File: src/rtl/hazard_ctrl_if.sv
// hazard_ctrl_if: bundle between the ID-stage decode and the hazard controller.
// The master side (ID stage / pipeline control) drives the decoded fields and the
// EX branch outcome; the slave side (hazard_ctrl_unit) returns stall/flush/bubble
// controls, the registered forwarding selects and statistics.
interface hazard_ctrl_if #(
    parameter int NUM_FWD_STAGES = 2,
    parameter int REG_ADDR_W     = 5
);
    localparam int SEL_W = $clog2(NUM_FWD_STAGES + 1);

    logic                  id_valid;
    logic [REG_ADDR_W-1:0] id_rs1;
    logic [REG_ADDR_W-1:0] id_rs2;
    logic                  id_rs1_used;
    logic                  id_rs2_used;
    logic [REG_ADDR_W-1:0] id_rd;
    logic                  id_rd_wr;
    logic                  id_is_load;
    logic                  ex_br_taken;

    logic                  stall_if_id;
    logic                  bubble_ex;
    logic                  flush_if_id;
    logic [SEL_W-1:0]      fwd_sel_a;
    logic [SEL_W-1:0]      fwd_sel_b;
    logic                  busy;
    logic [31:0]           stall_count;
    logic [31:0]           flush_count;

    modport master (
        output id_valid, id_rs1, id_rs2, id_rs1_used, id_rs2_used,
               id_rd, id_rd_wr, id_is_load, ex_br_taken,
        input  stall_if_id, bubble_ex, flush_if_id, fwd_sel_a, fwd_sel_b,
               busy, stall_count, flush_count
    );

    modport slave (
        input  id_valid, id_rs1, id_rs2, id_rs1_used, id_rs2_used,
               id_rd, id_rd_wr, id_is_load, ex_br_taken,
        output stall_if_id, bubble_ex, flush_if_id, fwd_sel_a, fwd_sel_b,
               busy, stall_count, flush_count
    );
endinterface

File: src/rtl/hazard_ctrl_unit.sv
// hazard_ctrl_unit: parametrised hazard controller for the pipelined RV32I core.
// Tracks in-flight destination registers from EX onward in a shift-register
// scoreboard, produces registered forwarding selects for the instruction entering
// EX, stalls on load-use hazards and holds a counted front-end flush after a
// taken branch. Priority is flush > stall > issue.
// Optional feature: define HAZARD_STATS_EN to build the saturating stall/flush
// cycle counters; without it stall_count and flush_count are tied to zero.
module hazard_ctrl_unit #(
    parameter int NUM_FWD_STAGES = 2,
    parameter int LOAD_LAT       = 1,
    parameter int FLUSH_DEPTH    = 2,
    parameter int REG_ADDR_W     = 5
) (
    input  logic         clk,
    input  logic         reset,
    hazard_ctrl_if.slave hz
);
    localparam int SEL_W = $clog2(NUM_FWD_STAGES + 1);
    localparam int FC_W  = (FLUSH_DEPTH > 1) ? $clog2(FLUSH_DEPTH) : 1;

    localparam logic [1:0] ST_IDLE  = 2'd0;
    localparam logic [1:0] ST_STALL = 2'd1;
    localparam logic [1:0] ST_FLUSH = 2'd2;

    // Youngest-wins lookup over the per-entry hit vector. Returns {load_use, sel}:
    // sel = j+1 for the lowest matching entry j, load_use when that entry is a
    // load whose data is not yet forwardable.
    function automatic logic [SEL_W:0] youngest_hit(
        input logic [NUM_FWD_STAGES-1:0] hits,
        input logic [NUM_FWD_STAGES-1:0] loads
    );
        logic [SEL_W-1:0] sel;
        logic             lu;
        sel = {SEL_W{1'b0}};
        lu  = 1'b0;
        for (int j = NUM_FWD_STAGES - 1; j >= 0; j--) begin
            sel = hits[j] ? SEL_W'(j + 1) : sel;
            lu  = hits[j] ? (loads[j] & (j < LOAD_LAT)) : lu;
        end
        return {lu, sel};
    endfunction

    // Scoreboard: entry 0 is the instruction in EX, entry j is j stages after EX.
    logic [NUM_FWD_STAGES-1:0] sb_valid_r;
    logic [NUM_FWD_STAGES-1:0] sb_wr_r;
    logic [NUM_FWD_STAGES-1:0] sb_load_r;
    logic [REG_ADDR_W-1:0]     sb_rd_r [NUM_FWD_STAGES];

    logic [FC_W-1:0]           flush_cnt_r;
    logic [FC_W-1:0]           flush_cnt_nxt_s;
    logic [1:0]                state_r;
    logic [1:0]                state_nxt_s;
    logic [SEL_W-1:0]          fwd_sel_a_r;
    logic [SEL_W-1:0]          fwd_sel_b_r;

    logic [NUM_FWD_STAGES-1:0] hit_a_s;
    logic [NUM_FWD_STAGES-1:0] hit_b_s;
    logic [SEL_W:0]            look_a_s;
    logic [SEL_W:0]            look_b_s;
    logic [SEL_W-1:0]          sel_a_s;
    logic [SEL_W-1:0]          sel_b_s;
    logic                      load_use_s;
    logic                      flush_active_s;
    logic                      stall_s;
    logic                      bubble_s;
    logic                      issue_s;

    // Compare each ID source against every scoreboard entry; x0 and unread sources never match.
    always_comb begin
        hit_a_s = {NUM_FWD_STAGES{1'b0}};
        hit_b_s = {NUM_FWD_STAGES{1'b0}};
        for (int j = 0; j < NUM_FWD_STAGES; j++) begin
            hit_a_s[j] = sb_valid_r[j] & sb_wr_r[j] & (sb_rd_r[j] == hz.id_rs1)
                       & (hz.id_rs1 != {REG_ADDR_W{1'b0}}) & hz.id_rs1_used;
            hit_b_s[j] = sb_valid_r[j] & sb_wr_r[j] & (sb_rd_r[j] == hz.id_rs2)
                       & (hz.id_rs2 != {REG_ADDR_W{1'b0}}) & hz.id_rs2_used;
        end
    end

    assign look_a_s = youngest_hit(hit_a_s, sb_load_r);
    assign look_b_s = youngest_hit(hit_b_s, sb_load_r);
    assign sel_a_s  = look_a_s[SEL_W-1:0];
    assign sel_b_s  = look_b_s[SEL_W-1:0];

    // Resolve the cycle's action: flush beats a load-use stall, which beats issue.
    always_comb begin
        flush_active_s = hz.ex_br_taken | (flush_cnt_r != {FC_W{1'b0}});
        load_use_s     = hz.id_valid & (look_a_s[SEL_W] | look_b_s[SEL_W]);
        stall_s        = load_use_s & ~flush_active_s;
        bubble_s       = flush_active_s | load_use_s;
        issue_s        = hz.id_valid & ~flush_active_s & ~load_use_s;
    end

    // Flush counter: a taken branch (re)loads it, otherwise it counts down to zero.
    always_comb begin
        flush_cnt_nxt_s = flush_cnt_r;
        if (hz.ex_br_taken) begin
            flush_cnt_nxt_s = FC_W'(FLUSH_DEPTH - 1);
        end else if (flush_cnt_r != {FC_W{1'b0}}) begin
            flush_cnt_nxt_s = flush_cnt_r - {{(FC_W-1){1'b0}}, 1'b1};
        end else begin
            flush_cnt_nxt_s = {FC_W{1'b0}};
        end
    end

    // Controller FSM next state; FLUSH always returns through IDLE before any stall.
    always_comb begin
        state_nxt_s = ST_IDLE;
        case (state_r)
            ST_IDLE, ST_STALL: begin
                if (hz.ex_br_taken) begin
                    state_nxt_s = ST_FLUSH;
                end else if (load_use_s) begin
                    state_nxt_s = ST_STALL;
                end else begin
                    state_nxt_s = ST_IDLE;
                end
            end
            ST_FLUSH: begin
                if (hz.ex_br_taken || (flush_cnt_nxt_s != {FC_W{1'b0}})) begin
                    state_nxt_s = ST_FLUSH;
                end else begin
                    state_nxt_s = ST_IDLE;
                end
            end
            default: begin
                state_nxt_s = ST_IDLE;
            end
        endcase
    end

    // Scoreboard shift: insert the issuing ID instruction (or a bubble), age the rest.
    always_ff @(posedge clk or posedge reset) begin
        if (reset) begin
            sb_valid_r <= {NUM_FWD_STAGES{1'b0}};
            sb_wr_r    <= {NUM_FWD_STAGES{1'b0}};
            sb_load_r  <= {NUM_FWD_STAGES{1'b0}};
            for (int j = 0; j < NUM_FWD_STAGES; j++) begin
                sb_rd_r[j] <= {REG_ADDR_W{1'b0}};
            end
        end else begin
            sb_valid_r[0] <= issue_s;
            sb_wr_r[0]    <= hz.id_rd_wr;
            sb_load_r[0]  <= hz.id_is_load;
            sb_rd_r[0]    <= hz.id_rd;
            for (int j = 1; j < NUM_FWD_STAGES; j++) begin
                sb_valid_r[j] <= sb_valid_r[j-1];
                sb_wr_r[j]    <= sb_wr_r[j-1];
                sb_load_r[j]  <= sb_load_r[j-1];
                sb_rd_r[j]    <= sb_rd_r[j-1];
            end
        end
    end

    // Control state: FSM, flush counter and the forwarding selects for the next EX occupant.
    always_ff @(posedge clk or posedge reset) begin
        if (reset) begin
            state_r     <= ST_IDLE;
            flush_cnt_r <= {FC_W{1'b0}};
            fwd_sel_a_r <= {SEL_W{1'b0}};
            fwd_sel_b_r <= {SEL_W{1'b0}};
        end else begin
            state_r     <= state_nxt_s;
            flush_cnt_r <= flush_cnt_nxt_s;
            fwd_sel_a_r <= issue_s ? sel_a_s : {SEL_W{1'b0}};
            fwd_sel_b_r <= issue_s ? sel_b_s : {SEL_W{1'b0}};
        end
    end

    assign hz.stall_if_id = stall_s;
    assign hz.bubble_ex   = bubble_s;
    assign hz.flush_if_id = flush_active_s;
    assign hz.fwd_sel_a   = fwd_sel_a_r;
    assign hz.fwd_sel_b   = fwd_sel_b_r;
    assign hz.busy        = (state_r != ST_IDLE);

`ifdef HAZARD_STATS_EN
    // Saturating increment so long runs pin at all-ones instead of wrapping.
    function automatic logic [31:0] sat_inc(input logic [31:0] v, input logic en);
        return (en && (v != 32'hFFFF_FFFF)) ? (v + 32'd1) : v;
    endfunction

    logic [31:0] stall_count_r;
    logic [31:0] flush_count_r;

    // Cycle counters for stall and flush activity.
    always_ff @(posedge clk or posedge reset) begin
        if (reset) begin
            stall_count_r <= 32'd0;
            flush_count_r <= 32'd0;
        end else begin
            stall_count_r <= sat_inc(stall_count_r, stall_s);
            flush_count_r <= sat_inc(flush_count_r, flush_active_s);
        end
    end

    assign hz.stall_count = stall_count_r;
    assign hz.flush_count = flush_count_r;
`else
    assign hz.stall_count = 32'd0;
    assign hz.flush_count = 32'd0;
`endif

endmodule
File: src/flat_wrapper.sv
// flat-port wrapper written by rule: the top's interface ports become plain ports
module hazard_ctrl_unit_flat 
#(
    parameter int NUM_FWD_STAGES = 2,
    parameter int LOAD_LAT       = 1,
    parameter int FLUSH_DEPTH    = 2,
    parameter int REG_ADDR_W     = 5
)
  (clk, reset, hz_id_valid, hz_id_rs1, hz_id_rs2, hz_id_rs1_used, hz_id_rs2_used, hz_id_rd, hz_id_rd_wr, hz_id_is_load, hz_ex_br_taken, hz_stall_if_id, hz_bubble_ex, hz_flush_if_id, hz_fwd_sel_a, hz_fwd_sel_b, hz_busy, hz_stall_count, hz_flush_count);
  hazard_ctrl_if #(.NUM_FWD_STAGES(NUM_FWD_STAGES), .REG_ADDR_W(REG_ADDR_W)) hz_i ();
  input  logic clk;
  input  logic reset;
  input wire logic [$bits(hz_i.id_valid)-1:0] hz_id_valid;
  input wire logic [$bits(hz_i.id_rs1)-1:0] hz_id_rs1;
  input wire logic [$bits(hz_i.id_rs2)-1:0] hz_id_rs2;
  input wire logic [$bits(hz_i.id_rs1_used)-1:0] hz_id_rs1_used;
  input wire logic [$bits(hz_i.id_rs2_used)-1:0] hz_id_rs2_used;
  input wire logic [$bits(hz_i.id_rd)-1:0] hz_id_rd;
  input wire logic [$bits(hz_i.id_rd_wr)-1:0] hz_id_rd_wr;
  input wire logic [$bits(hz_i.id_is_load)-1:0] hz_id_is_load;
  input wire logic [$bits(hz_i.ex_br_taken)-1:0] hz_ex_br_taken;
  output wire logic [$bits(hz_i.stall_if_id)-1:0] hz_stall_if_id;
  output wire logic [$bits(hz_i.bubble_ex)-1:0] hz_bubble_ex;
  output wire logic [$bits(hz_i.flush_if_id)-1:0] hz_flush_if_id;
  output wire logic [$bits(hz_i.fwd_sel_a)-1:0] hz_fwd_sel_a;
  output wire logic [$bits(hz_i.fwd_sel_b)-1:0] hz_fwd_sel_b;
  output wire logic [$bits(hz_i.busy)-1:0] hz_busy;
  output wire logic [$bits(hz_i.stall_count)-1:0] hz_stall_count;
  output wire logic [$bits(hz_i.flush_count)-1:0] hz_flush_count;
  assign hz_i.id_valid = hz_id_valid;
  assign hz_i.id_rs1 = hz_id_rs1;
  assign hz_i.id_rs2 = hz_id_rs2;
  assign hz_i.id_rs1_used = hz_id_rs1_used;
  assign hz_i.id_rs2_used = hz_id_rs2_used;
  assign hz_i.id_rd = hz_id_rd;
  assign hz_i.id_rd_wr = hz_id_rd_wr;
  assign hz_i.id_is_load = hz_id_is_load;
  assign hz_i.ex_br_taken = hz_ex_br_taken;
  assign hz_stall_if_id = hz_i.stall_if_id;
  assign hz_bubble_ex = hz_i.bubble_ex;
  assign hz_flush_if_id = hz_i.flush_if_id;
  assign hz_fwd_sel_a = hz_i.fwd_sel_a;
  assign hz_fwd_sel_b = hz_i.fwd_sel_b;
  assign hz_busy = hz_i.busy;
  assign hz_stall_count = hz_i.stall_count;
  assign hz_flush_count = hz_i.flush_count;
  hazard_ctrl_unit #(.NUM_FWD_STAGES(NUM_FWD_STAGES), .LOAD_LAT(LOAD_LAT), .FLUSH_DEPTH(FLUSH_DEPTH), .REG_ADDR_W(REG_ADDR_W)) u_core (.clk(clk), .reset(reset), .hz(hz_i));
endmodule
File: config.mk
export PLATFORM = sky130hd
export DESIGN_NAME = hazard_ctrl_unit_flat
export DESIGN_NICKNAME = d
export VERILOG_FILES = /design/src/rtl/hazard_ctrl_if.sv /design/src/rtl/hazard_ctrl_unit.sv /design/src/flat_wrapper.sv
export SDC_FILE = /design/constraint.sdc
export NUM_CORES = 1
export LEC_CHECK = 0
export CORE_MARGIN = 2
export CORE_UTILIZATION = 51
export CTS_BUF_LIST = sky130_fd_sc_hd__clkbuf_2
export DETAILED_ROUTE_END_ITERATION = 8
export DONT_BUFFER_PORTS = 1
export PLACE_DENSITY = 0.66
export SYNTH_ARGS = -nofsm -noshare
export SYNTH_HDL_FRONTEND = slang
export SYNTH_SLANG_ARGS = --single-unit
File: constraint.sdc
create_clock -name clk -period 4.65 [get_ports clk]
set_input_delay 0.6975 -clock clk [delete_from_list [all_inputs] [get_ports clk]]
set_output_delay 0.6975 -clock clk [all_outputs]
set_load 0.01 [all_outputs]
After elaboration in Yosys (flattened, before gate mapping)
Index checks and enable logic that the tools add are counted.
{"block": "word_totals", "memories": 0, "wordCells": 59, "ff_bits": 22, "latch_bits": 0, "ram_bits": 0, "out_inout_bits": 72, "romBits": 0, "inputBits": 23}
{"block": "classes", "n_mul": 0, "mux": 14, "bitwise_logic": 23, "shifts": 0, "reduce_logical": 6, "n_eq_ne": 6, "add_sub_neg": 1, "n_lt_le_gt_ge": 0, "div_mod_pow": 0}
{"operator": "5-bit equality test", "count": 4}
{"operator": "1-bit bitwise AND", "count": 18}
{"operator": "2-bit 2-to-1 mux", "count": 8}
{"operator": "5-bit nonzero test", "count": 2}
{"operator": "1-bit 2-to-1 mux", "count": 5}
{"operator": "2-bit one-hot mux with 2 select lines", "count": 1}
{"operator": "1-bit bitwise OR", "count": 3}
{"operator": "2-bit by 1-bit equality test with 1-bit output, second input constant", "count": 1}
{"operator": "2-bit equality test, second input constant", "count": 1}
{"operator": "2-bit zero test", "count": 1}
{"operator": "1-bit inverter", "count": 2}
{"operator": "2-bit nonzero test", "count": 1}
{"operator": "2-bit OR reduction", "count": 1}
{"operator": "1-bit logical OR", "count": 1}
{"operator": "1-bit subtractor, second input constant", "count": 1}

Logic depth before layout (Yosys ltp)
Gate-level depths: netlist (run 1).
{"block": "depth", "depth_word": 10, "ltp_mapped": 5, "depth_no_buf": 5}

Worst setup path before layout (run 1)
OpenSTA, ideal clock, no wires.
{"block": "synth_path", "kind": "input-to-output", "startpoint": "input hz_id_rs1[0]", "endpoint": "output hz_stall_if_id", "n_path_buf": 0, "t_required_ns": 3.953, "path_slack_ns": 2.126, "cell_stages": 5, "arrival_ns": 1.827, "cell_sequence": "xnor2_1 nand4_1 or4_4 a21o_1 nor2_1"}
{"block": "synth_between", "elab_chain_len": 8, "word_cells_on_any_way": 9, "classes_between": "eq/ne (1); mux (1); bitwise (6); reduce/logical (1)"}
{"item": "start, declared", "line_no": "flat_wrapper.sv:14", "rtl": "input wire logic [$bits(hz_i.id_rs1)-1:0] hz_id_rs1;"}
{"item": "5-bit equality test", "line_no": "hazard_ctrl_unit.sv:73", "rtl": "hit_a_s[j] = sb_valid_r[j] & sb_wr_r[j] & (sb_rd_r[j] == hz.id_rs1)"}
{"item": "1-bit bitwise AND", "line_no": "hazard_ctrl_unit.sv:73"}
{"item": "1-bit bitwise AND * (2 in series)", "line_no": "hazard_ctrl_unit.sv:74", "rtl": "& (hz.id_rs1 != {REG_ADDR_W{1'b0}}) & hz.id_rs1_used;"}
{"item": "1-bit 2-to-1 mux *", "line_no": "hazard_ctrl_unit.sv:38", "rtl": "lu = hits[j] ? (loads[j] & (j < LOAD_LAT)) : lu;"}
{"item": "1-bit bitwise OR *", "line_no": "hazard_ctrl_unit.sv:88", "rtl": "load_use_s = hz.id_valid & (look_a_s[SEL_W] | look_b_s[SEL_W]);"}
{"item": "1-bit bitwise AND *", "line_no": "hazard_ctrl_unit.sv:88"}
{"item": "1-bit bitwise AND *", "line_no": "hazard_ctrl_unit.sv:89", "rtl": "stall_s = load_use_s & ~flush_active_s;"}
{"item": "end, declared", "line_no": "flat_wrapper.sv:22", "rtl": "output wire logic [$bits(hz_i.stall_if_id)-1:0] hz_stall_if_id;"}
Mark *: on every way between the ends. The rest lies on a longest branch, timed or not.

Worst setup path after layout (run 1)
{"block": "layout_path", "startpoint": "register u_core.sb_rd_r[7] in the netlist's numbering", "endpoint": "output hz_stall_if_id"}
{"block": "layout_between", "elab_chain_len": 8, "word_cells_on_any_way": 13, "classes_between": "eq/ne (2); mux (2); bitwise (9)"}
{"item": "start, declared", "line_no": "hazard_ctrl_unit.sv:47", "rtl": "logic [REG_ADDR_W-1:0] sb_rd_r [NUM_FWD_STAGES];"}
{"item": "start signal, assigned by index", "line_no": "hazard_ctrl_unit.sv:139", "rtl": "sb_rd_r[j] <= {REG_ADDR_W{1'b0}};"}
{"item": "start signal, assigned by index", "line_no": "hazard_ctrl_unit.sv:150", "rtl": "sb_rd_r[j] <= sb_rd_r[j-1];"}
{"item": "5-bit equality test, on equally long branches", "line_no": "hazard_ctrl_unit.sv:73, hazard_ctrl_unit.sv:75"}
{"item": "1-bit bitwise AND, on equally long branches", "line_no": "hazard_ctrl_unit.sv:73, hazard_ctrl_unit.sv:75"}
{"item": "1-bit bitwise AND, on equally long branches (2 in series)", "line_no": "hazard_ctrl_unit.sv:74, hazard_ctrl_unit.sv:76"}
{"item": "1-bit 2-to-1 mux", "line_no": "hazard_ctrl_unit.sv:38"}
{"item": "1-bit bitwise OR *", "line_no": "hazard_ctrl_unit.sv:88"}
{"item": "1-bit bitwise AND *", "line_no": "hazard_ctrl_unit.sv:88"}
{"item": "1-bit bitwise AND *", "line_no": "hazard_ctrl_unit.sv:89"}
Marks and branches as above.

==> results of run 1 <==
[critical path, cell delays in order (launching register included)]
cell	delay, ps
dfrtp_1	450
xnor2_1	190
nand4_1	120
or4_4	520
a21o_1	230
nor2_1	190
[layer usage]
layer / up-vias / track usage [%]
met2: 52 / 19.4
li1: 329 / -
met5: - / 0
met1: 328 / 14.2
met3: 2 / 6.22
met4: 0 / 4.08
[final cells by class]
cell class	count	share of cell area, %
sequential	22	45.3
tap	31	3.19
inverter	2	0.617
clock buffer	3	1.23
multi-input combinational	116	49.4
clock inverter	1	0.309
[cell families after synthesis]
logic type | Yosys count
AOI/OAI and AO/OA | 5
xor gates and xnor gates | 20
buffers and inverters | 66
DFF | 22
other | 1
and+or+nand+nor | 27
[worst max-delay path by stage]
stage,start,cells past startpoint,end
CTS,u_core.sb_rd_r[7],5,hz_stall_if_id
global route,u_core.sb_rd_r[7],5,hz_stall_if_id
detailed placement,hz_id_rs1[0],5,hz_stall_if_id
floorplan,hz_id_rs1[0],5,hz_stall_if_id
global placement,hz_id_rs1[3],5,hz_stall_if_id
finish,u_core.sb_rd_r[7],5,hz_stall_if_id
[registers in the layout, indices dropped and copies added, names as in the netlist]
name / count
u_core.state_r: 2
u_core.sb_wr_r: 2
u_core.hz.fwd_sel_b: 2
u_core.sb_valid_r: 2
u_core.hz.fwd_sel_a: 2
u_core.sb_load_r: 1
u_core.sb_rd_r: 10
u_core.flush_cnt_r: 1
[stage by stage]
step	power [mW]	hold WS (ps)	util [%]	instance area, µm²	std cells
2_1_floorplan	0.290	354	-	1640	204
3_3_place_gp	0.254	357	44.6	1200	171
3_5_place_dp	0.255	360	44.6	1200	171
4_1_cts	0.326	370	45.3	1220	175
5_1_grt	0.344	320	45.3	1220	175
6_report	0.322	381	45.3	1220	175
[cells in the mapped netlist]
| master | number |
|---|---|
| buf_4 | 64 |
| dfrtp_1 | 22 |
| xnor2_1 | 12 |
| xor2_1 | 8 |
| nor2_1 | 6 |
| nand2_1 | 5 |
| nand4_1 | 5 |
| inv_1 | 2 |
| nor3_1 | 2 |
| nor4_1 | 2 |
| o21ai_1 | 2 |
| or2_2 | 2 |
| or4_1 | 2 |
| or4_4 | 2 |
| a21boi_0 | 1 |
| a21o_1 | 1 |
| a21oi_1 | 1 |
| conb_1 | 1 |
| nor3_2 | 1 |
[power by group through the flow]
stage               clock network, mW  logic [mW]  registers [mW]
floorplan                           0      0.0834           0.207
global placement                    0      0.0461           0.208
detailed placement                  0      0.0469           0.208
CTS                            0.0740      0.0471           0.205
global route                   0.0843      0.0540           0.206
finish                         0.0703      0.0474           0.205
==> impl_metrics.env, run 1 <==
export IMPL_cts_setup_buffers=0
export IMPL_synth_top_family_by_area="buffers and inverters"
export IMPL_r2r_start="u_core.sb_rd_r[7]"
export IMPL_synthMuxAreaShare_pct=0
export IMPL_fillers=281
export IMPL_clk_insertion_delay_late_ps=310
export IMPL_ys_ff_latch=22
export IMPL_clock_tree_buffer_depth=2
export IMPL_cp_required_ps=3950
export IMPL_clock_sinks=22
export IMPL_wl_met1_um=581
export IMPL_final_cell_mix="conb_1, dfrtp_1, xnor2_1, xor2_1, nor2_1"
export IMPL_netlist_instances=141
export IMPL_synth_area_leader_cell="dfrtp_1"
export IMPL_p_leak_nw=0.605
export IMPL_cp_end_kind="primary output"
export IMPL_hpwl_mm=1.57
export IMPL_skew_ps=6.80
export IMPL_first_pass_iters=4
export IMPL_synth_top_cell_area_share_pct=39.3
export IMPL_die_w_um=56.4
export IMPL_reg2reg_depth=5
export IMPL_grt_ovfl_total=0
export IMPL_finalCriticalPeriod_ps=2720
export IMPL_drtIter0Drc=5
export IMPL_io_pins=95
export IMPL_cts_max_level=1
export IMPL_layout_commonest_cell="conb_1"
export IMPL_dieHeight_um=56.4
export IMPL_cts_root_buf="clkbuf_2"
export IMPL_num_vias=711
export IMPL_cts_buffers=3
export IMPL_layout_nets=168
export IMPL_multi_input_comb_area_um2=601
export IMPL_start_kind="register"
export IMPL_finalMaxSlewViolations=0
export IMPL_outcome="finished clean"
export IMPL_synthAdderAreaFrac_pct=0
export IMPL_fin_tns_setup_ps=0
export IMPL_pwr_share_comb_pct=14.7
export IMPL_final_layout_size_suffix_gt1_share_pct=5.56
export IMPL_grt_max_degree=23
export IMPL_wl_met2_um=939
export IMPL_cp_max_fo=5
export IMPL_cts_hold_repair_buffers=0
export IMPL_start_util_pct=52.2
export IMPL_synth_compound_area_share_pct=2.14
export IMPL_max_freq_mhz=368
export IMPL_r2r_slack_ps=2970
export IMPL_top_layer="met4"
export IMPL_rsz0062_at_grt="no"
export IMPL_regArea_um2=551
export IMPL_yosys_area_share_simple_pct=11.1
export IMPL_route_met3_wl_um=271
export IMPL_port_buffers=0
export IMPL_synth_area_leaders="dfrtp_1, buf_4, xnor2_1, xor2_1, nand4_1"
export IMPL_cts_tree="done"
export IMPL_r2r_end="u_core.state_r[0]"
export IMPL_vias_per_cell=4.06
export IMPL_ys_types=19
export IMPL_sw_frac_of_total_pct=28.8
export IMPL_core_mm2=0.00269
export IMPL_clkPwrFrac_pct=21.8
export IMPL_hold_violations=0
export IMPL_setup_viol=0
export IMPL_wirelength_mm=1.80
export IMPL_period_share_pct=58.4
export IMPL_p_seq_share_pct=63.5
export IMPL_wl_per_cell_um=10.3
export IMPL_antenna_left=0
export IMPL_cts_repair_resize_count=0
export IMPL_dp_worst_setup_slack_ps=2040
export IMPL_antenna_found_initial=0
export IMPL_syn_cell_area_mm2=0.00140
export IMPL_tightest_slew_ps=772
export IMPL_relSlewSlack_pct=48.5
export IMPL_place_congestion=0.848
export IMPL_timing_final_ws_setup_ps=1930
export IMPL_diodes=0
export IMPL_p_int_uw=229
export IMPL_synth_xor_area_share_pct=12.5
export IMPL_avgSynthCellArea_um2=9.95
export IMPL_gr_usage_all_layers_pct=12.2
export IMPL_hold_path_class="input pin to asynchronous set/reset pin"
export IMPL_maxCapViolCount=0
export IMPL_ir_worst_vdd_uv=157
export IMPL_power_density_mw_per_mm2=265
export IMPL_grt_pass1_wl_mm=2.97
export IMPL_clk_pin_slew_ps=180
export IMPL_synth_warnings=0
export IMPL_grt_pass1_vias=653
export IMPL_die_area_mm2=0.00319
export IMPL_areaGrowthSynthToFinish_pct=-13.3
export IMPL_synth_yosys_seq_area_share_pct=39.3
export IMPL_drc=0
export IMPL_p_sw_uw=92.9
export IMPL_critPathKind="register to primary output"
export IMPL_worst_ep_arrival_time_ps=2020
export IMPL_num_rows=19
Note: power is estimated with default switching activity, not from simulation.
==> inputs of run 2 (changes only) <==
==> constraint.sdc (replaced) <==
create_clock -name clk -period 2.8 [get_ports clk]
set_input_delay 0.42 -clock clk [delete_from_list [all_inputs] [get_ports clk]]
set_output_delay 0.42 -clock clk [all_outputs]
set_load 0.01 [all_outputs]
==> results of run 2 <==
The final DEF is identical to that of run 1. Status: finished clean.
Among the figures that moved: setup slack after placement 2040 ps -> 737 ps; setup slack after layout 1930 ps -> 360 ps; hold slack 381 ps -> 104 ps; register-to-register setup slack 2970 ps -> 1120 ps; total power 0.322 mW -> 0.535 mW; worst IR drop on VDD 157 µV -> 260 µV
==> inputs of run 3 (changes only) <==
--- a/config.mk
+++ b/config.mk
@@ -11,6 +11,7 @@
 export DETAILED_ROUTE_END_ITERATION = 8
 export DONT_BUFFER_PORTS = 1
 export PLACE_DENSITY = 0.66
+export SLEW_MARGIN = 20
 export SYNTH_ARGS = -nofsm -noshare
 export SYNTH_HDL_FRONTEND = slang
 export SYNTH_SLANG_ARGS = --single-unit
==> results of run 3 <==
The final DEF is identical to that of run 1. Status: finished clean.
Among the figures that moved: setup slack after placement 2040 ps -> 737 ps; setup slack after layout 1930 ps -> 360 ps; hold slack 381 ps -> 104 ps; register-to-register setup slack 2970 ps -> 1120 ps; total power 0.322 mW -> 0.535 mW; worst IR drop on VDD 157 µV -> 260 µV
